## src/rtl/muldiv_unit.sv

```systemverilog
// Purpose: iterative 32-bit RV32M multiply/divide unit (shift-add multiply, restoring divide).
// Latency: fixed; start accepted at edge E0, done/wen high in the cycle between E32 and E33.
// Backpressure: none; start is ignored while busy, so the issuer must wait for busy to drop.
module muldiv_unit (
    input  logic        clk,
    input  logic        res_n,
    input  logic        start,
    input  logic [2:0]  funct3,
    input  logic [31:0] op_a,
    input  logic [31:0] op_b,
    input  logic [4:0]  rd,
    output logic        busy,
    output logic        done,
    output logic        wen,
    output logic [4:0]  rc,
    output logic [31:0] dc
);

    typedef enum logic [1:0] {
        IDLE = 2'd0,
        RUN  = 2'd1,
        DONE = 2'd2
    } state_t;

    state_t      state;
    state_t      state_nxt;

    logic [4:0]  cnt;
    logic [2:0]  f3_q;
    logic [31:0] a_q;
    logic [31:0] b_q;
    logic [4:0]  rd_q;
    // hi/lo hold {partial product} for multiply and {remainder, quotient} for divide
    logic [31:0] hi;
    logic [31:0] lo;
    logic [31:0] res_q;

    // Which operand is interpreted as signed for a given op.
    function automatic logic a_is_signed(input logic [2:0] f);
        return (f == 3'b001) || (f == 3'b010) || (f == 3'b100) || (f == 3'b110);
    endfunction

    function automatic logic b_is_signed(input logic [2:0] f);
        return (f == 3'b001) || (f == 3'b100) || (f == 3'b110);
    endfunction

    // Magnitudes of the incoming operands, used to seed the datapath at acceptance
    logic        in_a_neg;
    logic        in_b_neg;
    logic [31:0] in_mag_a;
    logic [31:0] in_mag_b;

    assign in_a_neg = op_a[31] & a_is_signed(funct3);
    assign in_b_neg = op_b[31] & b_is_signed(funct3);
    assign in_mag_a = in_a_neg ? (32'd0 - op_a) : op_a;
    assign in_mag_b = in_b_neg ? (32'd0 - op_b) : op_b;

    // Magnitudes of the latched operands, used during the iterations and the sign fix-up
    logic        a_neg;
    logic        b_neg;
    logic [31:0] mag_a;
    logic [31:0] mag_b;

    assign a_neg = a_q[31] & a_is_signed(f3_q);
    assign b_neg = b_q[31] & b_is_signed(f3_q);
    assign mag_a = a_neg ? (32'd0 - a_q) : a_q;
    assign mag_b = b_neg ? (32'd0 - b_q) : b_q;

    // One iteration of both algorithms; the op selects which one is committed
    logic [32:0] mul_sum;
    logic [32:0] div_shift;
    logic [33:0] div_diff;
    logic        div_ok;
    logic [31:0] hi_nxt;
    logic [31:0] lo_nxt;

    assign mul_sum   = {1'b0, hi} + {1'b0, (lo[0] ? mag_a : 32'd0)};
    assign div_shift = {hi, lo[31]};
    assign div_diff  = {1'b0, div_shift} - {2'b00, mag_b};
    assign div_ok    = ~div_diff[33];

    assign hi_nxt = f3_q[2] ? (div_ok ? div_diff[31:0] : div_shift[31:0]) : mul_sum[32:1];
    assign lo_nxt = f3_q[2] ? {lo[30:0], div_ok} : {mul_sum[0], lo[31:1]};

    // Sign fix-up and special cases, applied to the values of the final iteration
    logic [63:0] prod;
    logic [63:0] prod_s;
    logic [31:0] mul_res;
    logic [31:0] quot;
    logic [31:0] remv;
    logic [31:0] res_nxt;

    assign prod    = {hi_nxt, lo_nxt};
    assign prod_s  = (a_neg ^ b_neg) ? (64'd0 - prod) : prod;
    assign mul_res = (f3_q[1:0] == 2'b00) ? prod_s[31:0] : prod_s[63:32];
    // divide by zero: all-ones quotient, dividend as remainder; overflow falls out naturally
    assign quot    = (b_q == 32'd0) ? 32'hFFFF_FFFF
                   : ((a_neg ^ b_neg) ? (32'd0 - lo_nxt) : lo_nxt);
    assign remv    = (b_q == 32'd0) ? a_q : (a_neg ? (32'd0 - hi_nxt) : hi_nxt);
    assign res_nxt = f3_q[2] ? (f3_q[1] ? remv : quot) : mul_res;

    // State register
    always_ff @(posedge clk or negedge res_n) begin
        if (!res_n) begin
            state <= IDLE;
        end else begin
            state <= state_nxt;
        end
    end

    // Next-state logic: accept in IDLE, 32 iterations in RUN, one DONE cycle
    always_comb begin
        state_nxt = state;
        case (state)
            IDLE:    if (start) state_nxt = RUN;
            RUN:     if (cnt == 5'd31) state_nxt = DONE;
            DONE:    state_nxt = IDLE;
            default: state_nxt = IDLE;
        endcase
    end

    // Operand latch, iteration counter and datapath registers
    always_ff @(posedge clk or negedge res_n) begin
        if (!res_n) begin
            cnt   <= 5'd0;
            f3_q  <= 3'd0;
            a_q   <= 32'd0;
            b_q   <= 32'd0;
            rd_q  <= 5'd0;
            hi    <= 32'd0;
            lo    <= 32'd0;
            res_q <= 32'd0;
        end else begin
            case (state)
                IDLE: begin
                    if (start) begin
                        cnt  <= 5'd0;
                        f3_q <= funct3;
                        a_q  <= op_a;
                        b_q  <= op_b;
                        rd_q <= rd;
                        hi   <= 32'd0;
                        lo   <= funct3[2] ? in_mag_a : in_mag_b;
                    end
                end
                RUN: begin
                    hi  <= hi_nxt;
                    lo  <= lo_nxt;
                    cnt <= cnt + 5'd1;
                    if (cnt == 5'd31) begin
                        res_q <= res_nxt;
                    end
                end
                default: ;
            endcase
        end
    end

    assign busy = (state != IDLE);
    assign done = (state == DONE);
    assign wen  = (state == DONE) && (rd_q != 5'd0);
    assign rc   = (state == DONE) ? rd_q : 5'd0;
    assign dc   = (state == DONE) ? res_q : 32'd0;

endmodule

```

## config.mk

```make
export PLATFORM = sky130hd
export DESIGN_NAME = muldiv_unit
export DESIGN_NICKNAME = d
export VERILOG_FILES = /design/src/rtl/muldiv_unit.sv
export SDC_FILE = /design/constraint.sdc
export NUM_CORES = 1
export LEC_CHECK = 0
export ABC_CLOCK_PERIOD_IN_PS = 11300
export BUFFER_PORTS_ARGS = -buffer_cell sky130_fd_sc_hd__clkbuf_2
export CAP_MARGIN = 20
export CORE_MARGIN = 10
export CORE_UTILIZATION = 25
export DETAILED_ROUTE_END_ITERATION = 16
export SLEW_MARGIN = 20
export SYNTH_ARGS = -nofsm -noshare
export SYNTH_HDL_FRONTEND = slang
export SYNTH_SLANG_ARGS = --single-unit
```

## constraint.sdc

```tcl
create_clock -name clk -period 11.3 [get_ports clk]
set_clock_uncertainty 0.05 [all_clocks]
set_input_delay 0 -clock clk [delete_from_list [all_inputs] [get_ports clk]]
set_output_delay 0 -clock clk [all_outputs]
set_load 0.02 [all_outputs]
```

* Yosys cells after proc, flatten, opt, wreduce, memory -nomap -nowiden
Cells that the tools add are included.
** Word-level totals
- Output and inout port bits :: 40
- Logic and storage cells :: 87
- Register bits :: 175
** Operators by class
- Mux-type cells :: 28
- Bitwise operators :: 6
- Reduce and logical (&&, ||, !) cells :: 21
- Add/subtract/negate cells :: 10
- Equal/unequal tests :: 13
** Operator list (count)
- $mux 32 :: 19
- $sub 1x32->32 const A :: 6
- $pmux 32 s2 :: 2
- $mux 64 :: 1
- $sub 1x64->64 const A :: 1
- $sub 33x32->34 :: 1
- $add 32x32->33 :: 1
- $logic_not 32->1 :: 1
- $eq 3x3->1 const B :: 4
- $logic_or 1x1->1 :: 10
- $mux 5 :: 2
- $pmux 5 s2 :: 1
- $reduce_and 2->1 :: 4
- $eq 3x1->1 const B :: 2
- $eq 3x2->1 const B :: 2
- $add 5x1->5 const B :: 1
- $eq 5x5->1 const B :: 1
- $reduce_bool 5->1 :: 1
- $and 1x1->1 :: 4
- $logic_not 2->1 :: 2
- $mux 2 :: 2
- $ne 2x2->1 const B :: 2
- $pmux 2 s2 :: 1
- $reduce_bool 2->1 :: 2
- other kinds (5) :: 5

* Longest topological paths before layout
- Depth after elaboration :: 14
- Depth in mapped cells :: 30
- Mapped depth without buffers :: 27

* Least setup slack after synthesis
OpenSTA, ideal clock, no wires.
- Kind :: register to register
- From :: register b_q[11]
- To :: register res_q[22]
- Slack :: 4.884 ns
- Setup time :: 0.124 ns
- Arrival :: 6.242 ns
- Cell stages (with the launch flop) :: 27
- Buffers on the path :: 2
- Cells stage by stage :: dfrtp_1 or4_1 nor3_1 nand2_1 or3_1 o31ai_1 xor2_1 ha_1 a21o_1 a211oi_1 o31a_1 buf_2 buf_2 nand3_1 o21ai_0 ha_1 o21ai_0 nand2b_1 nor3_1 nand3_1 nor2_2 inv_1 or3_1 o31ai_1 xnor2_1 a21oi_1 a211o_1
** On the way
- Cells in the longest elaborated chain, start to end :: 10
- Elaborated cells between the ends (all ways) :: 19
** RTL lines
- start: declaration :: line 31 : logic [31:0] b_q;
- start signal: assignment :: line 140 : b_q <= op_b;
- $sub 1x32->32 :: line 67 : assign mag_b = b_neg ? (32'd0 - b_q) : b_q;
- $mux 32 :: line 67
- $sub 33x32->34 :: line 79 : assign div_diff = {1'b0, div_shift} - {2'b00, mag_b};
- $mux 32 / $not 1->1 (equally long branches) :: line 82, 80
- $mux 32, on equally long branches :: line 82, 83
- $sub 1x32->32, on equally long branches :: line 99, 98
- $mux 32, on equally long branches :: line 99, 98
- $mux 32, on equally long branches :: line 99, 97
- $mux 32 :: line 100 : assign res_nxt = f3_q[2] ? (f3_q[1] ? remv : quot) : mul_res;
- $mux 32 * :: line 100
- end signal: assignment :: line 151 : res_q <= res_nxt;
- end: declaration :: line 36 : logic [31:0] res_q;
Every way passes the cells marked *; elsewhere a longest branch is shown, timed or not.
A chain may end at the register's enable or synchronous reset.

* Worst setup path after layout
- From :: register f3_q[2]
- To :: register res_q[22]
** On the way
- Cells in the longest elaborated chain, start to end :: 14
- Elaborated cells between the ends (all ways) :: 32
** RTL lines
- start: declaration :: line 29 : logic [2:0] f3_q;
- start signal: assignment :: line 138 : f3_q <= funct3;
- $eq 3x1->1 / $eq 3x2->1 (equally long branches) :: line 40, 44
- $logic_or 1x1->1 (3 in series) :: line 40 : return (f == 3'b001) || (f == 3'b010) || (f == 3'b100) || (f == 3'b110);
- $and 1x1->1 :: line 64 : assign a_neg = a_q[31] & a_is_signed(f3_q);
- $mux 32 :: line 66 : assign mag_a = a_neg ? (32'd0 - a_q) : a_q;
- $mux 32 :: line 77 : assign mul_sum = {1'b0, hi} + {1'b0, (lo[0] ? mag_a : 32'd0)};
- $add 32x32->33 :: line 77
- $mux 32 :: line 82 : assign hi_nxt = f3_q[2] ? (div_ok ? div_diff[31:0] : div_shift[31:0]) : mul_sum[32:1];
- $sub 1x32->32 :: line 99 : assign remv = (b_q == 32'd0) ? a_q : (a_neg ? (32'd0 - hi_nxt) : hi_nxt);
- $mux 32 (2 in series) :: line 99
- $mux 32 :: line 100
- $mux 32 * :: line 100
Marked as above.

==> flow_summary.json <==
{
  "status": "finished, final reports clean",
  "clk_pin_slew_ps": 90,
  "cts_root_buf": "clkbuf_16",
  "synth_area_leaders": "dfrtp_1 23%, nand2_1 8.6%, o21ai_0 5.9%, xnor2_1 5.7%, ha_1 4.8%",
  "syn_nets": 2701,
  "pre_cts_ws_ps": 3700,
  "viasPerCell": 5.70,
  "use_met3_pct": 4.92,
  "critPathMaxFanout": 42,
  "gr-usage-met2_pct": 28.6,
  "grtUsageMet1_pct": 24.7,
  "syn_area_per_cell_um2": 7.35,
  "fill_cells": 8033,
  "fmax_mhz": 128,
  "htreeDepth": 4,
  "synth_largest_area_cell": "dfrtp_1",
  "overflow": 0,
  "yosysMostFrequentCell": "nand2_1",
  "dieArea_mm2": 0.0864,
  "drive_gt1_share_pct": 9.26,
  "synth.yosys.seq_area_share_pct": 23.4,
  "wire_per_inst_um": 22.9,
  "final_nets": 2781,
  "fin_ws_ps": 3460,
  "crit_type": "register to register",
  "finalMaxSlewViolations": 0,
  "rsz0062_at_grt": "no",
  "synthCells": 2552,
  "postCtsSetupRepairBufs": 0,
  "gr-usage-all-layers_pct": 18.8,
  "portBuffers": 114,
  "antenna_found_initial": 2,
  "drtPass1Iterations": 5,
  "dr.first_iter.drc_count": 2743,
  "syn_to_final_growth_pct": 14.8,
  "io_pins": 115,
  "worstPathArrival_ps": 8200,
  "cts_inserted_buffers": 17,
  "gp_congestion": 1.00,
  "grt_pass1_wl_um": 124000,
  "n_antenna_cell": 0,
  "dp_hpwl_um": 64000,
  "grt.busiest_layer": "met2",
  "grt_max_degree": 131,
  "ctsLongestPathBuffers": 2,
  "synthArstFlopShare_pct": 100,
  "grt_pass1_vias": 19338,
  "ys_seq_elements": 175,
  "end_kind": "register",
  "fin_util_pct": 28.9,
  "hold_viol": 0,
  "synth_area_mm2": 0.0188,
  "relSlewSlack_pct": 22.0,
  "via_count": 20611,
  "synth-edff-count": 0,
  "netlist_top_cells_count": "430 x nand2_1, 221 x o21ai_0, 178 x a21oi_1",
  "required_ps": 11660,
  "totalWireLength_um": 82700,
  "synth_top_area_share_pct": 23.4,
  "initial_core_util_pct": 25.2,
  "worst_hold_slack_ps": 96.5,
  "ys_warn_count": 0,
  "post-route-min-period_ps": 7840,
  "synth_top_flop_cell": "dfrtp_1",
  "drc": 0,
  "die_w_um": 294,
  "fin_setup_tns_ps": 0,
  "setup_viol": 0,
  "rows": 100,
  "worstSetupStartpointType": "register",
  "ant_nets": 0,
  "die_h_um": 294,
  "worst-slew-pin-transition_ps": 1170,
  "placeableCoreArea_mm2": 0.0744,
  "post-route-period-util_pct": 69.4,
  "synth_cell_types": 95,
  "cts.sinks": 175,
  "clock_latency_ps": 520,
  "maxCapViolCount": 0,
  "cts_tree": "yes",
  "worstHoldPathType": "primary input to register"
}
path summary, 6_finish.rpt:
path,startpoint,slack [ps],to,cells after the start
worst max-delay path,f3_q[2],3460,res_q[22],25
worst min-delay path,start,100,a_q[17],4
worst max register to register,f3_q[2],3460,res_q[22],25
worst min register to register,res_q[1],440,res_q[1],2
max in group asynchronous,res_n,9530,b_q[21],3
min in group asynchronous,res_n,140,a_q[14],2
worst max-delay path, stage by stage (launching register included):
cell and delay [ps]:
dfrtp_4 660, inv_1 130, buf_4 490, nor2_1 130
o21ai_1 630, a21oi_1 120, xnor2_1 160, ha_1 370
a21o_1 240, a31o_1 230, o21ai_2 290, a31o_2 500
nand3_1 310, o21ai_0 220, ha_1 280, o21ai_0 140
nand2b_1 200, nor3_1 490, nand3_1 210, nor2_2 440
inv_1 240, or3_1 390, o31ai_1 240, xnor2_1 150
a21oi_1 80, a211o_1 290
what timing repair did:
| item | in CTS | in global routing |
|---|---|---|
| hold endpoints to repair | 176 | 0 |
| hold buffers | 72 | 0 |
| resized for setup | 0 | 0 |
cell families after synthesis:
kind of cell,Yosys count,share of synthesized area (%)
buffers and inverters,204,4.42
xor gates and xnor gates,223,10.4
and+or+nand+nor,1039,26.6
DFF,175,23.4
AOI/OAI and AO/OA,779,27.1
muxes,58,3.14
adders and majority gates,74,5.02
sequential cells by signal, summed over array words and instances, names as in the netlist:
register / count
cnt: 5
res_q: 32
b_q: 32
rd_q: 5
lo: 32
hi: 32
a_q: 32
f3_q: 3
state: 2
cell usage in the layout, fill, tap and decap left out, drive strengths merged, types with 13 or more instances in the layout:
master         n
nand2        432
o21ai        231
a21oi        180
dfrtp        175
nor2         169
clkbuf       130
xnor2        123
xor2         100
nand3         98
and2          83
ha            72
dlygate4sd3   72
nor3          55
inv           52
mux2i         51
a31oi         43
o221ai        39
nor4          39
buf           34
or3           33
o211ai        32
nand4         32
o31ai         31
a21o          23
a211oi        23
o41ai         21
nor2b         19
and3          17
o21a          15
or4           13
nor3b         13
nand2b        13
per-layer routing:
layer,part of all wire (%),vias up
met5,0.016,-
met4,4.3,2
met3,9.8,203
met2,44,1075
met1,42,9812
li1,-,9519
through the flow:
stage,cell area (µm²),std cells
2_1_floorplan,18800,2552
3_3_place_gp,20200,3510
3_5_place_dp,20200,3510
4_1_cts,21500,3614
5_1_grt,21500,3614
6_report,21500,3614
layout make-up:
class | instances | area [µm²] | area share (%)
clock buffer | 17 | 425 | 1.98
clock inverter | 15 | 184 | 0.854
inverter | 46 | 173 | 0.802
multi-input combinational | 2173 | 13600 | 63.2
sequential | 175 | 4380 | 20.4
tap | 969 | 1210 | 5.63
timing repair buffer | 219 | 1550 | 7.19
Power is not shown: default switching activity piles up to over one toggle a cycle in this logic, so the estimate is an artifact.
